--- config.mk ---
export PLATFORM = sky130hd
export DESIGN_NAME = inject_scheduler_flat
export DESIGN_NICKNAME = d
export VERILOG_FILES = /design/src/rtl/inject_pkg.sv /design/src/rtl/inject_scheduler_if.sv /design/src/rtl/inject_fifo.sv /design/src/rtl/inject_scheduler.sv /design/src/flat_wrapper.sv
export SDC_FILE = /design/constraint.sdc
export NUM_CORES = 1
export LEC_CHECK = 0
export BUFFER_PORTS_ARGS = -buffer_cell sky130_fd_sc_hd__buf_4
export CAP_MARGIN = 10
export CELL_PAD_IN_SITES_DETAIL_PLACEMENT = 1
export CELL_PAD_IN_SITES_GLOBAL_PLACEMENT = 1
export CORE_UTILIZATION = 50
export DETAILED_ROUTE_END_ITERATION = 6
export PLACE_DENSITY = 0.94
export SYNTH_ARGS = -nofsm -noshare
export SYNTH_HDL_FRONTEND = slang
export SYNTH_SLANG_ARGS = --single-unit
--- constraint.sdc ---
create_clock -name clk -period 6.85 [get_ports clk]
set_input_delay 1.37 -clock clk [delete_from_list [all_inputs] [get_ports clk]]
set_output_delay 1.37 -clock clk [all_outputs]
set_load 0.005 [all_outputs]
--- src/rtl/inject_pkg.sv ---
// Shared definitions for the local-injection scheduler.
// Holds the address field widths, link bit positions in link_busy/inj_slot,
// the one-hot route encodings presented on inj_dir, and the FSM state type.
package inject_pkg;

  localparam int ROW_W = 3;
  localparam int COL_W = 3;
  localparam int AD_W  = ROW_W + COL_W;

  // Bit positions within link_busy / inj_slot
  localparam int LINK_E = 0;
  localparam int LINK_W = 1;
  localparam int LINK_N = 2;
  localparam int LINK_S = 3;

  // One-hot route encodings for inj_dir
  localparam logic [4:0] DIR_EAST  = 5'b00001;
  localparam logic [4:0] DIR_WEST  = 5'b00010;
  localparam logic [4:0] DIR_NORTH = 5'b00100;
  localparam logic [4:0] DIR_SOUTH = 5'b01000;
  localparam logic [4:0] DIR_LOCAL = 5'b10000;

  typedef enum logic [1:0] {
    ST_IDLE    = 2'd0,
    ST_WAIT    = 2'd1,
    ST_STARVED = 2'd2
  } state_t;

endpackage

--- src/rtl/inject_scheduler_if.sv ---
// Bundle of node-side and router-side signals of the injection scheduler.
//   master : node/router side (drives local_valid, local_ad, link_busy)
//   slave  : the scheduler (drives local_ready and all inj_* outputs,
//            starve and occupancy)
interface inject_scheduler_if #(
  parameter int DEPTH = 4
);
  import inject_pkg::*;

  localparam int OCC_W = $clog2(DEPTH) + 1;

  logic              local_valid;
  logic [AD_W-1:0]   local_ad;
  logic              local_ready;
  logic [3:0]        link_busy;
  logic              inj_valid;
  logic [3:0]        inj_slot;
  logic [AD_W-1:0]   inj_ad;
  logic [4:0]        inj_dir;
  logic              starve;
  logic [OCC_W-1:0]  occupancy;

  modport master (
    output local_valid, local_ad, link_busy,
    input  local_ready, inj_valid, inj_slot, inj_ad, inj_dir, starve, occupancy
  );

  modport slave (
    input  local_valid, local_ad, link_busy,
    output local_ready, inj_valid, inj_slot, inj_ad, inj_dir, starve, occupancy
  );

endinterface

--- src/rtl/inject_fifo.sv ---
// DEPTH x WIDTH synchronous FIFO holding locally offered flit addresses.
// Head entry is read combinationally so the scheduler can route it in the
// same cycle it decides to pop.
//   clk, rst : clock, asynchronous active-high reset
//   push/wdata : write at tail (ignored when full)
//   pop/rdata  : head data, advance head (ignored when empty)
//   full, empty, count : fill status (count is registered)
module inject_fifo #(
  parameter int DEPTH = 4,
  parameter int WIDTH = 6
) (
  input  logic                       clk,
  input  logic                       rst,
  input  logic                       push,
  input  logic [WIDTH-1:0]           wdata,
  input  logic                       pop,
  output logic [WIDTH-1:0]           rdata,
  output logic                       full,
  output logic                       empty,
  output logic [$clog2(DEPTH):0]     count
);

  localparam int AW = $clog2(DEPTH);

  logic [WIDTH-1:0] mem [DEPTH];
  logic [AW-1:0]    wr_ptr_q, rd_ptr_q;
  logic [AW:0]      count_q;
  logic             do_push, do_pop;

  assign full    = (count_q == (AW+1)'(DEPTH));
  assign empty   = (count_q == '0);
  assign count   = count_q;
  assign rdata   = mem[rd_ptr_q];
  assign do_push = push && !full;
  assign do_pop  = pop && !empty;

  // Storage is not reset; only pointers define validity.
  always_ff @(posedge clk) begin
    if (do_push) mem[wr_ptr_q] <= wdata;
  end

  // DEPTH is a power of two, so pointers wrap naturally.
  always_ff @(posedge clk or posedge rst) begin
    if (rst) begin
      wr_ptr_q <= '0;
      rd_ptr_q <= '0;
      count_q  <= '0;
    end else begin
      if (do_push) wr_ptr_q <= wr_ptr_q + 1'b1;
      if (do_pop)  rd_ptr_q <= rd_ptr_q + 1'b1;
      case ({do_push, do_pop})
        2'b10:   count_q <= count_q + 1'b1;
        2'b01:   count_q <= count_q - 1'b1;
        default: count_q <= count_q;
      endcase
    end
  end

endmodule

--- src/rtl/inject_scheduler.sv ---
// Local-injection controller for a bufferless mesh router.
// Queues flits from the local node and each cycle issues the head flit on
// the first free link (north, south, east, west), or ejects it locally if it
// is addressed to this router. Flags starvation when blocked too long.
//   clk, rst : clock, asynchronous active-high reset
//   bus      : inject_scheduler_if slave modport (node handshake, link
//              occupancy in, registered issue/starve/occupancy out)
module inject_scheduler
  import inject_pkg::*;
#(
  parameter int              DEPTH        = 4,
  parameter int              STARVE_LIMIT = 15,
  parameter logic [ROW_W-1:0] ROUTER_ROW  = 3'd4,
  parameter logic [COL_W-1:0] ROUTER_COL  = 3'd4
) (
  input  logic               clk,
  input  logic               rst,
  inject_scheduler_if.slave  bus
);

  localparam int         OCC_W = $clog2(DEPTH) + 1;
  localparam logic [7:0] LIMIT = 8'(STARVE_LIMIT);

  logic              full, empty, push, pop, eject;
  logic [AD_W-1:0]   head_ad;
  logic [OCC_W-1:0]  count;
  logic [ROW_W-1:0]  head_row;
  logic [COL_W-1:0]  head_col;
  logic [4:0]        head_dir;
  logic [3:0]        free_slot;

  state_t            state_q, state_d;
  logic [7:0]        blk_cnt_q, blk_cnt_d;
  logic              inj_valid_q, starve_q;
  logic [3:0]        inj_slot_q;
  logic [AD_W-1:0]   inj_ad_q;
  logic [4:0]        inj_dir_q;

  assign bus.local_ready = !rst && !full;
  assign push            = bus.local_valid && bus.local_ready;

  inject_fifo #(.DEPTH(DEPTH), .WIDTH(AD_W)) u_fifo (
    .clk   (clk),
    .rst   (rst),
    .push  (push),
    .wdata (bus.local_ad),
    .pop   (pop),
    .rdata (head_ad),
    .full  (full),
    .empty (empty),
    .count (count)
  );

  assign head_row = head_ad[AD_W-1:COL_W];
  assign head_col = head_ad[COL_W-1:0];

  // Productive direction of the head flit: column first, then row.
  always_comb begin
    head_dir = DIR_LOCAL;
    if (head_col > ROUTER_COL)      head_dir = DIR_EAST;
    else if (head_col < ROUTER_COL) head_dir = DIR_WEST;
    else if (head_row > ROUTER_ROW) head_dir = DIR_NORTH;
    else if (head_row < ROUTER_ROW) head_dir = DIR_SOUTH;
  end

  assign eject = (head_dir == DIR_LOCAL);

  // Fixed-priority free-link grant; slot need not match head_dir.
  always_comb begin
    free_slot = 4'b0000;
    if (!bus.link_busy[LINK_N])      free_slot[LINK_N] = 1'b1;
    else if (!bus.link_busy[LINK_S]) free_slot[LINK_S] = 1'b1;
    else if (!bus.link_busy[LINK_E]) free_slot[LINK_E] = 1'b1;
    else if (!bus.link_busy[LINK_W]) free_slot[LINK_W] = 1'b1;
  end

  assign pop = !empty && (eject || (free_slot != 4'b0000));

  // Next-state and blocked-cycle counter
  always_comb begin
    state_d   = state_q;
    blk_cnt_d = blk_cnt_q;
    case (state_q)
      ST_IDLE: begin
        blk_cnt_d = '0;
        if (push) state_d = ST_WAIT;
      end
      ST_WAIT, ST_STARVED: begin
        if (pop) begin
          blk_cnt_d = '0;
          // A concurrent push keeps the queue non-empty.
          state_d = (count == OCC_W'(1) && !push) ? ST_IDLE : ST_WAIT;
        end else if (state_q == ST_WAIT) begin
          if (blk_cnt_q < LIMIT) blk_cnt_d = blk_cnt_q + 8'd1;
          if (blk_cnt_d == LIMIT) state_d = ST_STARVED;
        end
      end
      default: begin
        state_d   = ST_IDLE;
        blk_cnt_d = '0;
      end
    endcase
  end

  always_ff @(posedge clk or posedge rst) begin
    if (rst) begin
      state_q     <= ST_IDLE;
      blk_cnt_q   <= '0;
      inj_valid_q <= 1'b0;
      inj_slot_q  <= '0;
      inj_ad_q    <= '0;
      inj_dir_q   <= '0;
      starve_q    <= 1'b0;
    end else begin
      state_q     <= state_d;
      blk_cnt_q   <= blk_cnt_d;
      inj_valid_q <= pop;
      inj_slot_q  <= (pop && !eject) ? free_slot : 4'b0000;
      inj_ad_q    <= pop ? head_ad : '0;
      inj_dir_q   <= pop ? head_dir : 5'b00000;
      starve_q    <= (state_d == ST_STARVED);
    end
  end

  assign bus.inj_valid = inj_valid_q;
  assign bus.inj_slot  = inj_slot_q;
  assign bus.inj_ad    = inj_ad_q;
  assign bus.inj_dir   = inj_dir_q;
  assign bus.starve    = starve_q;
  assign bus.occupancy = count;

endmodule

--- src/flat_wrapper.sv ---
// flat-port wrapper written by rule: the top's interface ports become plain ports
module inject_scheduler_flat import inject_pkg::*;
#(
  parameter int              DEPTH        = 4,
  parameter int              STARVE_LIMIT = 15,
  parameter logic [ROW_W-1:0] ROUTER_ROW  = 3'd4,
  parameter logic [COL_W-1:0] ROUTER_COL  = 3'd4
)
  (clk, rst, bus_local_valid, bus_local_ad, bus_link_busy, bus_local_ready, bus_inj_valid, bus_inj_slot, bus_inj_ad, bus_inj_dir, bus_starve, bus_occupancy);
  inject_scheduler_if #(.DEPTH(DEPTH)) bus_i ();
  input  logic clk;
  input  logic rst;
  input wire logic [$bits(bus_i.local_valid)-1:0] bus_local_valid;
  input wire logic [$bits(bus_i.local_ad)-1:0] bus_local_ad;
  input wire logic [$bits(bus_i.link_busy)-1:0] bus_link_busy;
  output wire logic [$bits(bus_i.local_ready)-1:0] bus_local_ready;
  output wire logic [$bits(bus_i.inj_valid)-1:0] bus_inj_valid;
  output wire logic [$bits(bus_i.inj_slot)-1:0] bus_inj_slot;
  output wire logic [$bits(bus_i.inj_ad)-1:0] bus_inj_ad;
  output wire logic [$bits(bus_i.inj_dir)-1:0] bus_inj_dir;
  output wire logic [$bits(bus_i.starve)-1:0] bus_starve;
  output wire logic [$bits(bus_i.occupancy)-1:0] bus_occupancy;
  assign bus_i.local_valid = bus_local_valid;
  assign bus_i.local_ad = bus_local_ad;
  assign bus_i.link_busy = bus_link_busy;
  assign bus_local_ready = bus_i.local_ready;
  assign bus_inj_valid = bus_i.inj_valid;
  assign bus_inj_slot = bus_i.inj_slot;
  assign bus_inj_ad = bus_i.inj_ad;
  assign bus_inj_dir = bus_i.inj_dir;
  assign bus_starve = bus_i.starve;
  assign bus_occupancy = bus_i.occupancy;
  inject_scheduler #(.DEPTH(DEPTH), .STARVE_LIMIT(STARVE_LIMIT), .ROUTER_ROW(ROUTER_ROW), .ROUTER_COL(ROUTER_COL)) u_core (.clk(clk), .rst(rst), .bus(bus_i));
endmodule
### Word-level counts from Yosys, hierarchy flattened

Memories as Yosys holds them, arrays and structs flattened.
Index checks and enable logic that the tools add are counted.

* flip-flop bits (word level): 34
* bits in writable memories: 24
* word-level logic and storage cells: 80
* memories kept: 1

Memories
* u_core.u_fifo.mem: depth 4, bits a word 6, read ports 1, clocked after Yosys merged registers in 0, wr ports 1, line inject_fifo.sv:25 `logic [WIDTH-1:0] mem [DEPTH];`

* $add $sub $neg: 5
* $lt $le $gt $ge: 5
* equal/unequal tests: 10
* muxes and demuxes: 31
* reduce and logical (&&, ||, !) cells: 18

Operator list (number)
* two-way mux 8 bit: 7
* two-way mux 5 bit: 5
* two-way mux 2 bit: 6
* two-way mux 1 bit: 9
* adder 8 x 1 -> 8 bit (second input constant): 1
* equality test 8 x 4 -> 1 bit (second input constant): 1
* < comparator 8 x 4 -> 1 bit (second input constant): 1
* logical AND 1 bit: 7
* equality test 2 bit (second input constant): 3
* > comparator 3 bit (second input constant): 2
* < comparator 3 bit (second input constant): 2
* two-way mux 6 bit: 1
* case mux 3 bit (2 select lines): 1
* equality test 5 bit (second input constant): 1
* logical NOT 1 bit: 5
* adder 2 x 1 -> 2 bit (second input constant): 2
* equality test 2 x 1 -> 1 bit (second input constant): 2
* two-way mux 4 bit: 1
* case mux 2 bit (2 select lines): 1
* nonzero test 4 bit: 1
* adder 3 x 1 -> 3 bit (second input constant): 1
* equality test 3 x 1 -> 1 bit (second input constant): 1
* equality test 3 bit (second input constant): 1
* logical NOT 3 bit: 1
* other kinds (6): 6

### Depth between registers and ports, before layout

An unclocked memory read counts as a cell.

* word-level depth: 17
* gate-level depth with buffers: 11

### By module

From an unflattened synthesis, not the netlist that was laid out.

* cell total of the unflattened synthesis: 173
* area, all modules: 2511.2 µm²

Modules (own cells, without submodules)
* inject_fifo: times used 1, cells an instance 71, area each 1313.8 µm²
* inject_scheduler: times used 1, cells an instance 102, area each 1197.4 µm²

### Worst setup path before layout

No wires, ideal clock.

* path type: in2out
* start: input port rst
* end: output port bus_local_ready
* arrival time: 1614 ps
* required time: 5480 ps
* slack: 3866 ps
* cell stages on the path: 1
* path buffers: 0
* cell sequence: a21oi_1

* longest elaborated chain between the ends: 2

RTL lines
* from (decl): line flat_wrapper.sv:12 `input logic rst;`
* logical NOT 1 bit (no line)
* logical AND 1 bit: line inject_scheduler.sv:39 `assign bus.local_ready = !rst && !full;`
* to (decl): line flat_wrapper.sv:16 `output wire logic [$bits(bus_i.local_ready)-1:0] bus_local_ready;`

No other way between the ends.

### Worst setup path after layout

Same ends and word-level chain as after synthesis.

==> flow_summary_export.csv <==
group,metric,value,unit
outcome,status,"finished, final reports clean",
synth,synth.net_count,218,
power,powerDensity,389,nW/um^2
timing,fmaxAchievable,299,MHz
power,power.switching_fraction,33.2,%
placed_design,hpwlAfterDp,4100,um
worst_setup_path,endpoint_kind_of_the_worst_setup_timing_path,"output pin",
synth,synth_edf_count,24,
synth,seq_area_frac_synth,61.0,%
worst_setup_path,critical_path_launch_point_type,"input port",
synth,synth_cell_type_count,48,
power,power_switching,0.000396,W
drt,routed_wl,5370,um
timing,worst_clock_skew,0.00705,ns
drt,via_count,1634,
drt,ant_nets,0,
timing,layout_worst_path_cycle_share,48.9,%
cells_and_area,layout.nets,259,
worst_setup_path,timing.critical_path.mode_cell,"buf_4",
worst_hold_path,min_delay_path_depth,1,
grt,globalRoute.totalOverflow,0,
synth,dominantRegCellSynth,"dfrtp_1",
grt,antenna_found_initial,0,
synth,post_synth_instance_area,2580,sq um
run,drv_cap,0,
timing,report.final.setup_viol,0,
synth,syn_area_per_cell,13.5,sq um
synth,synth_warnings,0,
drt,drt-pass1-iter-count,4,
worst_setup_path,cp_top_family,"compound AO/OA/AOI/OAI gates",
worst_setup_path,critPathKind,"input port to output pin",
die,chipWidth,73.8,um
cells_and_area,share_of_post_route_cells_with_drive_strength_above_1,26.6,%
cells_and_area,flow.area_growth_from_synthesis,19.1,%
drt,detail_route.iter0.violations,49,
worst_setup_path,worstReg2RegStart,"u_core.u_fifo.rd_ptr_q[0]",
cells_and_area,multi_input_comb_area,920,sq um
drt,vias_per_cell,5.38,
clock_network,clock-root-buffer,"clkbuf_8",
timing,worst-slew-pin-transition,0.679,ns
power,vdd_ir_drop_max,0.176,mV
clock_network,cts_h_tree_depth,3,
cells_and_area,seq_area,1570,sq um
synth,post_synth_inst_count,191,
clock_network,postCtsHoldBufs,0,
cells_and_area,num-fill-cells,493,
power,p_leak,1.33,nW
cells_and_area,antennaDiodeCount,0,
clock_network,clk_pin_slew_worst_paths,0.06,ns
power,p_seq_share,42.0,%
worst_setup_path,worst-endpoint-required,5.48,ns
worst_setup_path,cp.buffers_inverters,2,
worst_hold_path,hp-class,"flip-flop to flip-flop",
synth,ys_async_rst_share,58.6,%
worst_setup_path,critical-path-slowest-cell,"a21oi_1",
cells_and_area,finalCoreUtilization,63.3,%
grt,grt_first_pass_wirelength,8520,um
worst_setup_path,cp_data_arrival_time,1.98,ns
worst_setup_path,timing.rr.end,"u_core.u_fifo.count[2]",
grt,grt.total_usage,22.7,%
timing,timing.final.crit_period,3.35,ns
worst_setup_path,cp_cell_sequence,"buf_4 -> a21oi_1 -> buf_4",
clock_network,clkLatencyLatePin,0.34,ns
clock_network,tritoncts.num_buffers,9,
timing,rsz0062_at_grt,"no",
clock_network,clock-sinks,58,
clock_network,max-clock-path-buffers,2,
die,die_height,73.8,um
worst_hold_path,worst_hold_path.endpoint,"u_core.blk_cnt_q[7]",
die,fp.coreArea,4850,sq um
grt,grt_max_degree,35,
timing,timing.max_slew.rel_slack,54.3,%
drt,drc,0,
power,internal-power,0.000798,W
power,power.total,0.00119,W
die,initial_utilization,53.2,%
timing,final-hold-violation-count,0,
clock_network,cts.repair.resized,0,
drt,post_drt_wl_per_cell,17.7,um
worst_setup_path,regToRegSetupSlack,4.04,ns
clock_network,cts_setup_buffers,0,
power,share_comb_of_total_power,34.4,%
die,io_pins,34,
worst_hold_path,worstHoldStart,"u_core.blk_cnt_q[7]",
die,fp-row-count,25,
worst_setup_path,crit_fanout,6,
timing,finalMaxSlewViolations,0,
placed_design,globalplace.congestion,0.795,
die,die_area,5450,sq um
power,clock_power_share,23.7,%
timing,tns,0,ns
worst_setup_path,timing.critical_path.slowest_cell_delay,0.31,ns
clock_network,tritoncts,"yes",
synth,synth_seq_cells,58,
placed_design,port_buffers,33,
worst_setup_path,reg2regPathDepth,8,
grt,first_global_vias,1752,
==> how the worst max path moves through the flow <==
stage	start	end	depth (start not counted)
3_5_place_dp	rst	bus_local_ready	3
3_3_place_gp	rst	bus_local_ready	3
5_1_grt	rst	bus_local_ready	3
6_report	rst	bus_local_ready	3
4_1_cts	rst	bus_local_ready	3
2_1_floorplan	rst	bus_local_ready	1
==> power groups by stage <==
stage	sequential [W]	combinational, W	clock [W]
2_1_floorplan	0.000483	0.000285	0
3_3_place_gp	0.000502	0.000383	0
3_5_place_dp	0.000509	0.000413	0
4_1_cts	0.000503	0.000416	0.000291
5_1_grt	0.000514	0.000454	0.000303
6_report	0.000501	0.000410	0.000282
==> metal layers <==
metal  part of all wire [%]  global-route usage, %
met3                    4.0                   7.82
met1                     42                   26.0
met5                      0                      0
met2                     52                   39.0
met4                    2.0                   8.97
==> final cells by class <==
cell class	count	area share, %
multi-input cells	114	30.0
inverters	15	1.83
flip-flops and latches	58	51.2
repair buffers	34	8.32
clock buffers	13	5.50
clock inverters	3	0.448
well taps	67	2.73
==> metrics by stage <==
stage / instances / instance area (sq um) / hold slack, ns / setup WS, ns
3_5_place_dp: 288 / 2890 / 0.484 / 3.52
3_3_place_gp: 288 / 2890 / 0.472 / 3.57
5_1_grt: 304 / 3070 / 0.522 / 3.47
6_report: 304 / 3070 / 0.499 / 3.50
4_1_cts: 304 / 3070 / 0.500 / 3.51
2_1_floorplan: 191 / 2580 / 0.454 / 3.87
==> cells in the final DEF (no fill, tap or decap), types with 2 or more instances in the layout <==
cell type / count
mux4_2: 6
nand3_1: 2
nor4_1: 2
o21a_1: 2
clkinv_2: 2
and3_1: 4
nor2_1: 12
o211ai_1: 3
edfxtp_1: 24
nor3_1: 3
xnor2_1: 6
a21oi_1: 5
and2_1: 10
buf_4: 34
nand2_1: 10
ha_1: 14
dfrtp_1: 34
inv_1: 14
clkbuf_8: 12
o21ai_0: 7
==> cells in the mapped netlist, types with 2 or more instances <==
cell,instances,area [sq um]
a21oi_1,5,25.0
and2_1,10,62.6
and3_1,4,25.0
buf_6,2,22.5
clkbuf_1,2,7.51
dfrtp_1,34,851
edfxtp_1,24,721
ha_1,14,175
inv_1,14,52.6
mux4_2,6,135
nand2_1,10,37.5
nand3_1,2,10.0
nor2_1,12,45.0
nor3_1,3,15.0
nor4_1,2,12.5
o211ai_1,3,22.5
o21a_1,2,15.0
o21ai_0,7,35.0
xnor2_1,6,52.6
==> sequential cells by signal, summed over array words and instances (netlist names) <==
name and flops:
u_core.bus.inj_ad 6, u_core.u_fifo.count 3, u_core.u_fifo.rd_ptr_q 2, u_core.bus.inj_valid 1, u_core.bus.inj_dir 5, u_core.bus.inj_slot 4
u_core.blk_cnt_q 8, u_core.u_fifo.mem 24, u_core.bus.starve 1, u_core.u_fifo.wr_ptr_q 2, u_core.state_q 2
==> cell families (layout without fill, tap and decap cells) <==
group	count (synthesis)	in the layout	synth area share, %
xor+xnor	6	6	2.04
simple gates	59	59	13.5
fa+ha+maj	14	14	6.80
compound gates	28	28	7.72
mux	7	7	5.63
buf+inv	19	65	3.35
flops	58	58	61.0
(Power assumes the default switching activity.)
